===== src/rtl/vgachargen_pkg.sv =====
// Shared types and constants for the vgachargen sys-side map scheduler.
package vgachargen_pkg;

    localparam int MAP_ADDR_WIDTH = 10;

    typedef enum logic [1:0] {
        IDLE = 2'd0,
        FILL = 2'd1,
        DONE = 2'd2
    } map_sched_state_t;

    typedef enum logic {
        SEL_CH_MAP  = 1'b0,
        SEL_COL_MAP = 1'b1
    } map_sel_t;

endpackage


===== src/rtl/vgachargen_fill_engine.sv =====
// Fill engine: walks FILL_WORDS consecutive map words from FILL_BASE and
// presents {4{ch}} / {4{col}} write words, advancing only when granted.
//
// state | meaning
// IDLE  | waiting for a start pulse
// FILL  | requesting a slot; one word written per grant
// DONE  | single cycle after the last word, raises done
module vgachargen_fill_engine
    import vgachargen_pkg::*;
#(
    parameter int FILL_BASE  = 0,
    parameter int FILL_WORDS = 600
) (
    input  logic                      clk_i,
    input  logic                      arst_i,
    input  logic                      start,
    input  logic                      abort,
    input  logic [7:0]                ch,
    input  logic [7:0]                col,
    input  logic                      gnt,
    output logic                      req,
    output logic [MAP_ADDR_WIDTH-1:0] addr,
    output logic [31:0]               ch_word,
    output logic [31:0]               col_word,
    output logic                      busy,
    output logic                      done
);

    localparam logic [MAP_ADDR_WIDTH-1:0] LAST_CNT = MAP_ADDR_WIDTH'(FILL_WORDS - 1);
    localparam logic [MAP_ADDR_WIDTH-1:0] BASE     = MAP_ADDR_WIDTH'(FILL_BASE);

    map_sched_state_t          state_q, state_d;
    logic [MAP_ADDR_WIDTH-1:0] cnt_q;
    logic [7:0]                ch_q, col_q;

    // Next-state: abort beats a pending last-word grant, start only honoured in IDLE.
    always_comb begin
        state_d = state_q;
        case (state_q)
            IDLE:    if (start) state_d = FILL;
            FILL: begin
                if (abort)                         state_d = IDLE;
                else if (gnt && cnt_q == LAST_CNT) state_d = DONE;
            end
            DONE:    state_d = IDLE;
            default: state_d = IDLE;
        endcase
    end

    // State register, word counter and fill bytes captured at start.
    always_ff @(posedge clk_i or posedge arst_i) begin
        if (arst_i) begin
            state_q <= IDLE;
            cnt_q   <= '0;
            ch_q    <= '0;
            col_q   <= '0;
        end else begin
            state_q <= state_d;
            if (state_q == IDLE && start) begin
                cnt_q <= '0;
                ch_q  <= ch;
                col_q <= col;
            end else if (state_q == FILL && gnt && cnt_q != LAST_CNT) begin
                cnt_q <= cnt_q + 1'b1;
            end
        end
    end

    assign req      = (state_q == FILL);
    assign busy     = (state_q == FILL);
    assign done     = (state_q == DONE);
    assign addr     = BASE + cnt_q;
    assign ch_word  = {4{ch_q}};
    assign col_word = {4{col_q}};

endmodule


===== src/rtl/vgachargen_map_sched.sv =====
// Sys-clock port-A scheduler for the ch_map / col_map BRAMs. One access per
// cycle, shared between the host bus path and the fill engine; the host wins
// unless the fill has been starved for STARVE_LIMIT consecutive host grants.
// Optional completion interrupt: define VGACHARGEN_MAP_SCHED_IRQ_EN.
module vgachargen_map_sched
    import vgachargen_pkg::*;
#(
    parameter int FILL_BASE    = 0,
    parameter int FILL_WORDS   = 600,
    parameter int STARVE_LIMIT = 4
) (
    input  logic                      clk_i,
    input  logic                      arst_i,
`ifdef VGACHARGEN_MAP_SCHED_IRQ_EN
    output logic                      irq_o,
    input  logic                      irq_clr_i,
`endif
    input  logic                      host_req_i,
    input  logic                      host_we_i,
    input  logic                      host_sel_i,
    input  logic [MAP_ADDR_WIDTH-1:0] host_addr_i,
    input  logic [31:0]               host_wdata_i,
    input  logic [3:0]                host_be_i,
    output logic                      host_gnt_o,
    output logic                      host_rvalid_o,
    output logic [31:0]               host_rdata_o,
    input  logic                      fill_start_i,
    input  logic                      fill_abort_i,
    input  logic [7:0]                fill_ch_i,
    input  logic [7:0]                fill_col_i,
    output logic                      fill_busy_o,
    output logic                      fill_done_o,
    output logic [MAP_ADDR_WIDTH-1:0] ch_map_addr_o,
    output logic [31:0]               ch_map_data_o,
    output logic [3:0]                ch_map_wen_o,
    input  logic [31:0]               ch_map_rdata_i,
    output logic [MAP_ADDR_WIDTH-1:0] col_map_addr_o,
    output logic [31:0]               col_map_data_o,
    output logic [3:0]                col_map_wen_o,
    input  logic [31:0]               col_map_rdata_i
);

    localparam int STARVE_W = $clog2(STARVE_LIMIT + 1);

    if (FILL_BASE + FILL_WORDS > (1 << MAP_ADDR_WIDTH) || FILL_WORDS < 1 || STARVE_LIMIT < 1)
    begin : g_bad_params
        $error("vgachargen_map_sched: fill region exceeds map or STARVE_LIMIT < 1");
    end

    logic                      fill_req, fill_slot, host_gnt, starve_hit;
    logic [MAP_ADDR_WIDTH-1:0] fill_addr;
    logic [31:0]               fill_ch_word, fill_col_word;
    logic [STARVE_W-1:0]       starve_cnt_q;
    logic                      rd_pend_q;
    map_sel_t                  host_sel, rd_sel_q;

    vgachargen_fill_engine #(
        .FILL_BASE  (FILL_BASE),
        .FILL_WORDS (FILL_WORDS)
    ) u_fill (
        .clk_i    (clk_i),
        .arst_i   (arst_i),
        .start    (fill_start_i),
        .abort    (fill_abort_i),
        .ch       (fill_ch_i),
        .col      (fill_col_i),
        .gnt      (fill_slot),
        .req      (fill_req),
        .addr     (fill_addr),
        .ch_word  (fill_ch_word),
        .col_word (fill_col_word),
        .busy     (fill_busy_o),
        .done     (fill_done_o)
    );

    assign host_sel   = map_sel_t'(host_sel_i);
    assign starve_hit = (starve_cnt_q == STARVE_W'(STARVE_LIMIT));
    assign fill_slot  = fill_req & (~host_req_i | starve_hit);
    assign host_gnt   = host_req_i & ~fill_slot;
    assign host_gnt_o = host_gnt;

    // Count host grants taken while the fill is waiting; reset once it gets a slot or stops.
    always_ff @(posedge clk_i or posedge arst_i) begin
        if (arst_i)                    starve_cnt_q <= '0;
        else if (!fill_req || fill_slot) starve_cnt_q <= '0;
        else if (host_gnt)             starve_cnt_q <= starve_cnt_q + 1'b1;
    end

    // Steer the single access slot onto the map ports; idle ports are held at zero.
    always_comb begin
        ch_map_addr_o  = '0;
        ch_map_data_o  = '0;
        ch_map_wen_o   = '0;
        col_map_addr_o = '0;
        col_map_data_o = '0;
        col_map_wen_o  = '0;
        if (fill_slot) begin
            ch_map_addr_o  = fill_addr;
            ch_map_data_o  = fill_ch_word;
            ch_map_wen_o   = 4'hF;
            col_map_addr_o = fill_addr;
            col_map_data_o = fill_col_word;
            col_map_wen_o  = 4'hF;
        end else if (host_gnt) begin
            if (host_sel == SEL_COL_MAP) begin
                col_map_addr_o = host_addr_i;
                col_map_data_o = host_wdata_i;
                col_map_wen_o  = host_we_i ? host_be_i : 4'h0;
            end else begin
                ch_map_addr_o  = host_addr_i;
                ch_map_data_o  = host_wdata_i;
                ch_map_wen_o   = host_we_i ? host_be_i : 4'h0;
            end
        end
    end

    // Track a granted read through the one-cycle BRAM latency, remembering which map it hit.
    always_ff @(posedge clk_i or posedge arst_i) begin
        if (arst_i) begin
            rd_pend_q <= 1'b0;
            rd_sel_q  <= SEL_CH_MAP;
        end else begin
            rd_pend_q <= host_gnt & ~host_we_i;
            rd_sel_q  <= host_sel;
        end
    end

    assign host_rvalid_o = rd_pend_q;
    assign host_rdata_o  = !rd_pend_q               ? 32'h0 :
                           (rd_sel_q == SEL_COL_MAP) ? col_map_rdata_i : ch_map_rdata_i;

`ifdef VGACHARGEN_MAP_SCHED_IRQ_EN
    // Sticky completion flag; a clear in the same cycle as done takes priority.
    always_ff @(posedge clk_i or posedge arst_i) begin
        if (arst_i)           irq_o <= 1'b0;
        else if (irq_clr_i)   irq_o <= 1'b0;
        else if (fill_done_o) irq_o <= 1'b1;
    end
`endif

endmodule


===== config.mk =====
export PLATFORM = sky130hd
export DESIGN_NAME = vgachargen_map_sched
export DESIGN_NICKNAME = d
export VERILOG_FILES = /design/src/rtl/vgachargen_pkg.sv /design/src/rtl/vgachargen_fill_engine.sv /design/src/rtl/vgachargen_map_sched.sv
export SDC_FILE = /design/constraint.sdc
export NUM_CORES = 1
export LEC_CHECK = 0
export CORE_MARGIN = 3
export CORE_UTILIZATION = 30
export DETAILED_ROUTE_END_ITERATION = 12
export PLACE_DENSITY = 0.71
export SYNTH_ARGS = -nofsm -noshare
export SYNTH_HDL_FRONTEND = slang
export SYNTH_HIERARCHICAL = 1
export SYNTH_SLANG_ARGS = --single-unit

===== constraint.sdc =====
create_clock -name clk_i -period 5.25 [get_ports clk_i]
set_input_delay 1.05 -clock clk_i [delete_from_list [all_inputs] [get_ports clk_i]]
set_output_delay 1.05 -clock clk_i [all_outputs]
set_load 0.01 [all_outputs]

=== Word level (Yosys, flattened, before mapping) ===
Index checks and enable logic that the tools add are counted.

* Bits of input ports: 133
* Bits in latches: 0
* Word-level logic and storage cells: 62
* Output and inout port bits: 128
* Memories kept: 0
* Bits in registers: 33
* Memory bits (read-only): 0
* Bits in writable memories: 0

* Multiply operators: 0
* Shift operators: 0
* Div/mod/pow operators: 0
* Bitwise logic cells: 7
* Magnitude comparators: 0
* Muxes and demuxes: 29
* Equal/unequal tests: 7
* Add/sub/neg operators: 2
* Reduce and logical (&&, ||, !) cells: 10

{| class="wikitable"
|+ Operators with widths
! cell !! count
|-
| 32-bit 2-to-1 mux || 8
|-
| 10-bit 2-to-1 mux || 8
|-
| 4-bit 2-to-1 mux || 7
|-
| 10-bit by 1-bit adder with 10-bit output, second input constant || 1
|-
| 10-bit == test, second input constant || 1
|-
| 10-bit != test, second input constant || 1
|-
| 2-bit 2-to-1 mux || 3
|-
| 3-bit 2-to-1 mux || 2
|-
| 1-bit logical AND || 4
|-
| 2-bit one-hot mux with 2 select lines || 1
|-
| 2-bit nonzero test || 2
|-
| 3-bit by 1-bit adder with 3-bit output, second input constant || 1
|-
| 1-bit AND || 3
|-
| 3-bit == test, second input constant || 1
|-
| 3-bit by 2-bit != test with 1-bit output, second input constant || 1
|-
| 1-bit NOT || 3
|-
| 2-bit by 1-bit == test with 1-bit output, second input constant || 1
|-
| 2-bit == test, second input constant || 1
|-
| 2-bit zero test || 1
|-
| 2-bit != test, second input constant || 1
|-
| 2-bit AND reduction || 1
|-
| 1-bit zero test || 1
|-
| 1-bit logical OR || 1
|-
| 1-bit OR || 1
|}

=== Logic depth before layout (Yosys ltp) ===
Gate-level depths: netlist of the first run.

* Depth in word-level cells: 7
* Depth in mapped cells: 11

=== By module ===
Netlist of the first run, hierarchy kept.

{| class="wikitable"
|+ By module, submodules not included
! module !! area an instance (µm²) !! instances !! cells each
|-
| vgachargen_map_sched || 2514.9 || 1 || 400
|-
| vgachargen_fill_engine || 1616.6 || 1 || 180
|}

=== Least setup slack after synthesis of the first run ===
Ideal clock, no wire load.

* Path type: input-to-output
* From: input port host_sel_i
* To: output port col_map_addr_o[0]
* Stages: 5
* Arrival: 1811 ps
* Slack: 2389 ps
* Cell sequence: buf_2 -> buf_2 -> buf_2 -> nand3_1 -> o22ai_1

* Longest elaborated chain between the ends: 3

{| class="wikitable"
|+ RTL lines
! element !! RTL line !! RTL
|-
| start: declaration || vgachargen_map_sched.sv:20 || <nowiki>input logic host_sel_i,</nowiki>
|-
| 10-bit 2-to-1 mux || vgachargen_map_sched.sv:105 || <nowiki>if (host_sel == SEL_COL_MAP) begin</nowiki>
|-
| 10-bit 2-to-1 mux || vgachargen_map_sched.sv:104 || <nowiki>end else if (host_gnt) begin</nowiki>
|-
| 10-bit 2-to-1 mux || vgachargen_map_sched.sv:97 || <nowiki>if (fill_slot) begin</nowiki>
|-
| end: declaration || vgachargen_map_sched.sv:37 || <nowiki>output logic [MAP_ADDR_WIDTH-1:0] col_map_addr_o,</nowiki>
|}

No other way between the ends.

=== Worst setup path after layout of the first run ===
* From: input port host_req_i
* To: output port col_map_data_o[14]

* Longest elaborated chain between the ends: 7

{| class="wikitable"
|+ RTL lines
! element !! RTL line !! RTL
|-
| start: declaration || vgachargen_map_sched.sv:18 || <nowiki>input logic host_req_i,</nowiki>
|-
| 1-bit NOT || vgachargen_map_sched.sv:78 || <nowiki>assign fill_slot = fill_req & (~host_req_i | starve_hit);</nowiki>
|-
| 1-bit OR || vgachargen_map_sched.sv:78 ||
|-
| 1-bit AND || vgachargen_map_sched.sv:78 ||
|-
| 1-bit NOT || vgachargen_map_sched.sv:79 || <nowiki>assign host_gnt = host_req_i & ~fill_slot;</nowiki>
|-
| 1-bit AND || vgachargen_map_sched.sv:79 ||
|-
| 32-bit 2-to-1 mux || vgachargen_map_sched.sv:104 ||
|-
| 32-bit 2-to-1 mux (*) || vgachargen_map_sched.sv:97 ||
|-
| end: declaration || vgachargen_map_sched.sv:38 || <nowiki>output logic [31:0] col_map_data_o,</nowiki>
|}

Every way passes the cells marked *; elsewhere a longest branch is shown, timed or not.

==> out/results.tsv, run 1 <==
stage	metric	value	unit
run_status	status	completed	
yosys	synth_nets	716	
layout	syn2layout_area_growth	58.0	%
yosys	syn_area	4130	um2
layout	antenna_cells	0	
worst_setup_path	required	4.20	ns
placed_design	placed_area	6360	um2
global_routing	grt_overflow	0	
yosys	netlist_instances	580	
worst_setup_path	cp.arrival	3.07	ns
floorplanning	die_h	123	um
clock_tree	cts_resized	0	
yosys	synth.top_cell.area_share	0.200	
layout	seqCellArea	826	um2
layout	nets	882	
placed_design	dp_cells	915	
yosys	synth.area.top_cells	dfrtp_1 (20%), o22ai_1 (12%), nand2_1 (12%)	
clock_tree	cts_setup_buffers	0	
yosys	avgSynthCellArea	7.12	um2
worst_setup_path	start_kind	input port	
clock_tree	cts-root-buf	clkbuf_16	
min_path	min-delay-start	starve_cnt_q[0]	
pwr	leakagePower	0.00252	uW
pwr	total_power	1280	uW
min_path	worstHoldPathType	register to register	
global_routing	antenna_found_initial	0	
yosys	synth.distinct_cells	43	
clock_tree	cts_made_buffers	5	
floorplanning	die_x	123	um
yosys	synthArstFlopShare	1.00	
pwr	peakVddDrop	0.138	mV
placed_design	port_buffers	260	
clock_tree	cts.sinks	33	
placed_design	hpwlAfterDp	13100	um
detailed_routing	ant_nets	0	
global_routing	grt_pass1_vias	4440	
clock_tree	htreeDepth	2	
worst_setup_path	path_class	input port to output pin	
detailed_routing	vias_per_cell	5.27	
timing	worst_slack	1.13	ns
yosys	synth_top_area_cell	dfrtp_1	
detailed_routing	wl	17300	um
floorplanning	io_pins	261	
clock_tree	cts_tree	yes	
pwr	power.density	196	nW/um2
detailed_routing	vias	4864	
floorplanning	core	13300	um2
global_routing	grt_pass1_wl	25200	um
placed_design	gp_congestion	0.900	
yosys	synthTopCellsByCount	nand2_1 (131), o22ai_1 (79), buf_4 (54)	
worst_setup_path	path_delay_family	buffers and inverters	
worst_setup_path	r2r-start	u_fill/state_q[1]	
yosys	synth_sequential_area_ratio	0.200	
clock_tree	clk-insertion-delay-late	0.27	ns
detailed_routing	drc	0	
yosys	synth_top_flop_cell	dfrtp_1	
worst_setup_path	slowest_delay	0.53	ns
worst_setup_path	crit_buf_inv	3	
global_routing	grt_max_degree	57	
floorplanning	row_count	42	
timing	final-setup-viol-count	0	
timing	slew_headroom	0.277	
worst_setup_path	worst_path_max_delay_cell	buf_2	
layout	fillers	1287	
timing	slew_violations	0	
yosys	yosysMostFrequentCell	nand2_1	
yosys	yosys_warnings	6	
floorplanning	dieArea	15200	um2
layout	fin_cells	923	
timing	tns	0	ns
layout	drive_above_1_share	0.0455	
worst_setup_path	worstPathCellList	buf_2, a21boi_4, buf_4, o22ai_1, clkdlybuf4s50_1	
timing	hold_viol	0	
timing	finalCritPeriodShare	0.785	
timing	worst_pin_slew	1.08	ns
timing	finalCriticalPeriod	4.12	ns
worst_setup_path	end_kind	output pin	
detailed_routing	first_pass_iters	6	
layout	multi_input_area	2620	um2
worst_setup_path	crit_start	host_req_i	
clock_tree	clkTransAtPathRegs	0.05	ns
clock_tree	clockBufferDepth	2	
worst_setup_path	cp_max_fo	47	
timing	fin_skew	0.00744	ns
flow_run	max-cap-violations	0	
timing	max_clock_freq	0.243	GHz
yosys	synth_edf_count	0	
detailed_routing	wl_per_cell	18.7	um
yosys	ys_seq_elements	33	
detailed_routing	drt_iter0_drc	546	
floorplanning	start_util	0.310	
placed_design	place_ws	1.16	ns
clock_tree	cts_hold_buf	0	
layout	final_cell_area	6530	um2
global_routing	grt_usage	0.209	
timing	rsz0062_at_grt	false	
[sequential cells by signal (all words and copies together), names as in the netlist]
register and flops:
rd_sel_q 1, u_fill/cnt_q 10, u_fill/col_q 8, starve_cnt_q 3
u_fill/state_q 2, host_rvalid_o 1, u_fill/ch_q 8
[cell usage in the layout, fill, tap and decap left out, types with 3 or more instances in the layout]
| cell | n |
|---|---|
| a32o_1 | 4 |
| buf_4 | 7 |
| clkbuf_16 | 5 |
| clkdlybuf4s50_1 | 258 |
| dfrtp_1 | 33 |
| ha_1 | 3 |
| inv_1 | 6 |
| mux2i_1 | 34 |
| nand2_1 | 131 |
| nand3_1 | 45 |
| nand3b_1 | 43 |
| nand4_1 | 6 |
| nor2_1 | 8 |
| nor2b_1 | 34 |
| o21ai_1 | 4 |
| o22ai_1 | 79 |
| o22ai_2 | 5 |
| xor2_1 | 4 |
[report_power, final]
group / total, uW / internal (uW) / leakage (uW) / switching, uW
registers: 358 / 286 / 0.000428 / 72.2
logic: 584 / 316 / 0.00201 / 268
clock network: 336 / 237 / 0.0000841 / 99.1
total: 1280 / 839 / 0.00252 / 439
[per-layer routing]
| metal | GRT usage | wire length [um] | up-vias |
|---|---|---|---|
| met3 | 0.0252 | 1330 | 36 |
| met2 | 0.338 | 8140 | 242 |
| met5 | 0 | 0 | - |
| met4 | 0.0630 | 444 | 0 |
| met1 | 0.292 | 7390 | 2254 |
| li1 | - | - | 2332 |
[kinds of logic (layout without fill, tap and decap cells)]
| logic type | Yosys count | count (layout) | share of synthesized area |
|---|---|---|---|
| AND/OR/NAND/NOR | 286 | 286 | 0.358 |
| buffers and inverters | 115 | 282 | 0.168 |
| AO/OA/AOI/OAI | 104 | 104 | 0.171 |
| multiplexers | 34 | 34 | 0.0824 |
| flip-flops | 33 | 33 | 0.200 |
| XOR/XNOR | 5 | 5 | 0.0106 |
| adder cells (fa/ha/maj) | 3 | 3 | 0.00909 |
[worst paths after layout]
path                       slack, ns  cells after the start            endpoint
max                             1.13                      5  col_map_data_o[14]
min in group asynchronous       1.01                      2            rd_sel_q
min reg2reg                     0.48                      1     starve_cnt_q[0]
max reg2reg                     2.00                      8     u_fill/cnt_q[8]
max in group asynchronous       3.21                      2     u_fill/col_q[1]
min                             0.48                      1     starve_cnt_q[0]
[through the flow]
step / util / hold slack [ns]
after global routing: 0.489 / 0.497
after floorplan: - / 0.435
after detailed placement: 0.476 / 0.472
after CTS: 0.489 / 0.479
final: 0.489 / 0.480
after global placement: 0.476 / 0.448
[layout make-up]
class | count | share of cell area
Timing Repair Buffer | 268 | 0.408
Multi-Input combinational cell | 432 | 0.402
Sequential cell | 33 | 0.126
Tap cell | 176 | 0.0337
Clock buffer | 7 | 0.0218
Clock inverter | 1 | 0.00460
Inverter | 6 | 0.00345
No activity file was read; power rests on OpenSTA's default activity.
==> run 2, diff against run 1 <==
==> constraint.sdc (replaced) <==
create_clock -name clk_i -period 3.8 [get_ports clk_i]
set_input_delay 0.76 -clock clk_i [delete_from_list [all_inputs] [get_ports clk_i]]
set_output_delay 0.76 -clock clk_i [all_outputs]
set_load 0.01 [all_outputs]
==> out/results.tsv, run 2 (synthesis gave the netlist of run 1 again) <==
stage	metric	value	unit	change
global_routing	grt_usage	0.203		-0.00639
clock_tree	cts.sinks	33		unchanged
worst_setup_path	r2r-start	u_fill/state_q[1]		
layout	nets	882		unchanged
floorplanning	die_x	123	um	unchanged
global_routing	antenna_found_initial	0		unchanged
worst_setup_path	cp.arrival	2.54	ns	-0.53 ns
clock_tree	clkTransAtPathRegs	0.05	ns	about the same
placed_design	port_buffers	260		unchanged
timing	slew_violations	0		unchanged
pwr	p_int	1150	uW	+37%
detailed_routing	drc	0		unchanged
pwr	leakagePower	0.00254	uW	+0.48%
worst_setup_path	worstPathCellList	inv_1, ha_1, a21boi_4, buf_4, o22ai_1, clkdlybuf4s50_1		
worst_setup_path	end_kind	output pin		
global_routing	grt_pass1_vias	4454		+0.32%
layout	multi_input_area	2620	um2	unchanged
global_routing	grt_max_degree	95		+67%
clock_tree	cts_made_buffers	5		unchanged
clock_tree	htreeDepth	2		unchanged
detailed_routing	wl_per_cell	18.4	um	-2.0%
floorplanning	die_h	123	um	unchanged
timing	hold_viol	0		unchanged
layout	final_cell_mix	clkdlybuf4s50_1 (258), nand2_1 (131), o22ai_1 (79)		
global_routing	grt_pass1_wl	24600	um	-2.6%
timing	finalCriticalPeriod	3.30	ns	
detailed_routing	vias	4909		+0.93%
timing	worst_pin_slew	1.11	ns	+0.0215 ns
worst_setup_path	cp_max_fo	29		-38%
timing	slew_headroom	0.262		-0.0144
worst_setup_path	path_class	register to output pin		
pwr	power.density	268	nW/um2	+37%
layout	fin_cells	923		unchanged
floorplanning	core	13300	um2	unchanged
pwr	power.switching	616	uW	+40%
layout	drive_above_1_share	0.0469		+0.00134
clock_tree	clockBufferDepth	2		unchanged
placed_design	dp_cells	915		unchanged
timing	finalCritPeriodShare	0.868		
floorplanning	row_count	42		unchanged
placed_design	hpwlAfterDp	12900	um	-1.5%
clock_tree	cts_hold_buf	0		unchanged
floorplanning	dieArea	15200	um2	unchanged
pwr	peakVddDrop	0.175	mV	+27%
flow_run	max-cap-violations	0		unchanged
clock_tree	cts_setup_buffers	0		unchanged
floorplanning	start_util	0.310		unchanged
placed_design	gp_congestion	0.890		-1.1%
worst_setup_path	crit_start	starve_cnt_q[0]		
timing	max_clock_freq	0.303	GHz	
layout	seqCellArea	826	um2	unchanged
clock_tree	cts-root-buf	clkbuf_16		
worst_setup_path	start_kind	register		
clock_tree	clk-insertion-delay-late	0.28	ns	about the same
worst_setup_path	worst_path_max_delay_cell	a21boi_4		
layout	syn2layout_area_growth	59.2	%	
layout	largest_reg_flops	10		unchanged
detailed_routing	first_pass_iters	7		+1
global_routing	grt_overflow	0		unchanged
layout	final_common_cell	clkdlybuf4s50_1		
timing	fin_skew	0.00375	ns	-0.00369 ns
worst_setup_path	slowest_delay	0.49	ns	-0.04 ns
timing	rsz0062_at_grt	false		
placed_design	place_ws	0.643	ns	-0.518 ns
detailed_routing	drt_iter0_drc	533		-2.4%
layout	fillers	1276		-0.85%
layout	regMostFlops	u_fill/cnt_q		
pwr	switching_share	0.349		+0.00552
run_status	status	completed		
timing	final-setup-viol-count	0		unchanged
pwr	p_clk_frac	0.262		about the same
worst_setup_path	rrSetupSlack	1.26	ns	-0.74 ns
detailed_routing	wl	17000	um	-2.0%
detailed_routing	vias_per_cell	5.32		+0.93%
detailed_routing	ant_nets	0		unchanged
clock_tree	cts_tree	yes		
timing	tns	0	ns	unchanged
min_path	worstHoldPathType	register to register		
pwr	combPwrFrac	0.460		+0.003
layout	antenna_cells	0		unchanged
worst_setup_path	required	3.04	ns	-1.16 ns
floorplanning	io_pins	261		unchanged
timing	worst_slack	0.503	ns	-0.628 ns
min_path	min-delay-start	starve_cnt_q[0]		
layout	top_regs	u_fill/cnt_q x10, u_fill/ch_q x8, u_fill/col_q x8		
clock_tree	cts_resized	0		unchanged
pwr	p_seq_frac	0.278		-0.002
run 2: changes by cell type in the layout (fill, tap and decap cells not counted), sizes merged:
| cell | change |
|---|---|
| clkinv | +1 |
| clkbuf | -2 |
| clkinvlp | +1 |
run 2: worst paths after layout:
| path | to | depth (start not counted) |
|---|---|---|
| setup / recovery | ch_map_data_o[29] | 6 |
| hold / removal | starve_cnt_q[0] | 1 |
| setup reg to reg | u_fill/cnt_q[8] | 8 |
| hold reg to reg | starve_cnt_q[0] | 1 |
| max in group asynchronous | u_fill/col_q[6] | 2 |
| min in group asynchronous | rd_sel_q | 2 |
run 2: layout make-up:
type / instances / area share
clock inverter: 3 / 0.00704
timing repair buffer: 268 / 0.413
sequential: 33 / 0.126
inverter: 6 / 0.00342
tap: 176 / 0.0335
multi-input combinational: 432 / 0.399
clock buffer: 5 / 0.0190
run 2: worst max-delay path: cells and delay by family, from the launching register on:
kind | cells | cell delay, ns
buffers and inverters | 3 | 0.94
AO/OA/AOI/OAI | 2 | 0.64
flip-flops | 1 | 0.38
adder cells (fa/ha/maj) | 1 | 0.28
run 2: per-layer routing:
metal,track usage,vias to the layer above,part of all wire
li1,-,2323,-
met1,0.281,2298,0.42
met2,0.333,255,0.48
met3,0.0297,33,0.081
met4,0.0478,0,0.020
met5,0,-,0
run 2: through the flow:
| stage | utilization | power [uW] | hold WS (ns) | cell area, um2 |
|---|---|---|---|---|
| 2_1_floorplan | - | 967 | 0.435 | 4130 |
| 3_3_place_gp | 0.480 | 1290 | 0.449 | 6410 |
| 3_5_place_dp | 0.480 | 1300 | 0.477 | 6410 |
| 4_1_cts | 0.493 | 1770 | 0.485 | 6580 |
| 5_1_grt | 0.493 | 1860 | 0.527 | 6580 |
| 6_report | 0.493 | 1760 | 0.492 | 6580 |
run 2: power groups by stage:
stage	clock (uW)	sequential, uW	combinational [uW]
after detailed placement	0	492	810
after global placement	0	490	796
after CTS	468	486	814
after global routing	483	497	877
after floorplan	0	443	524
final	463	490	812
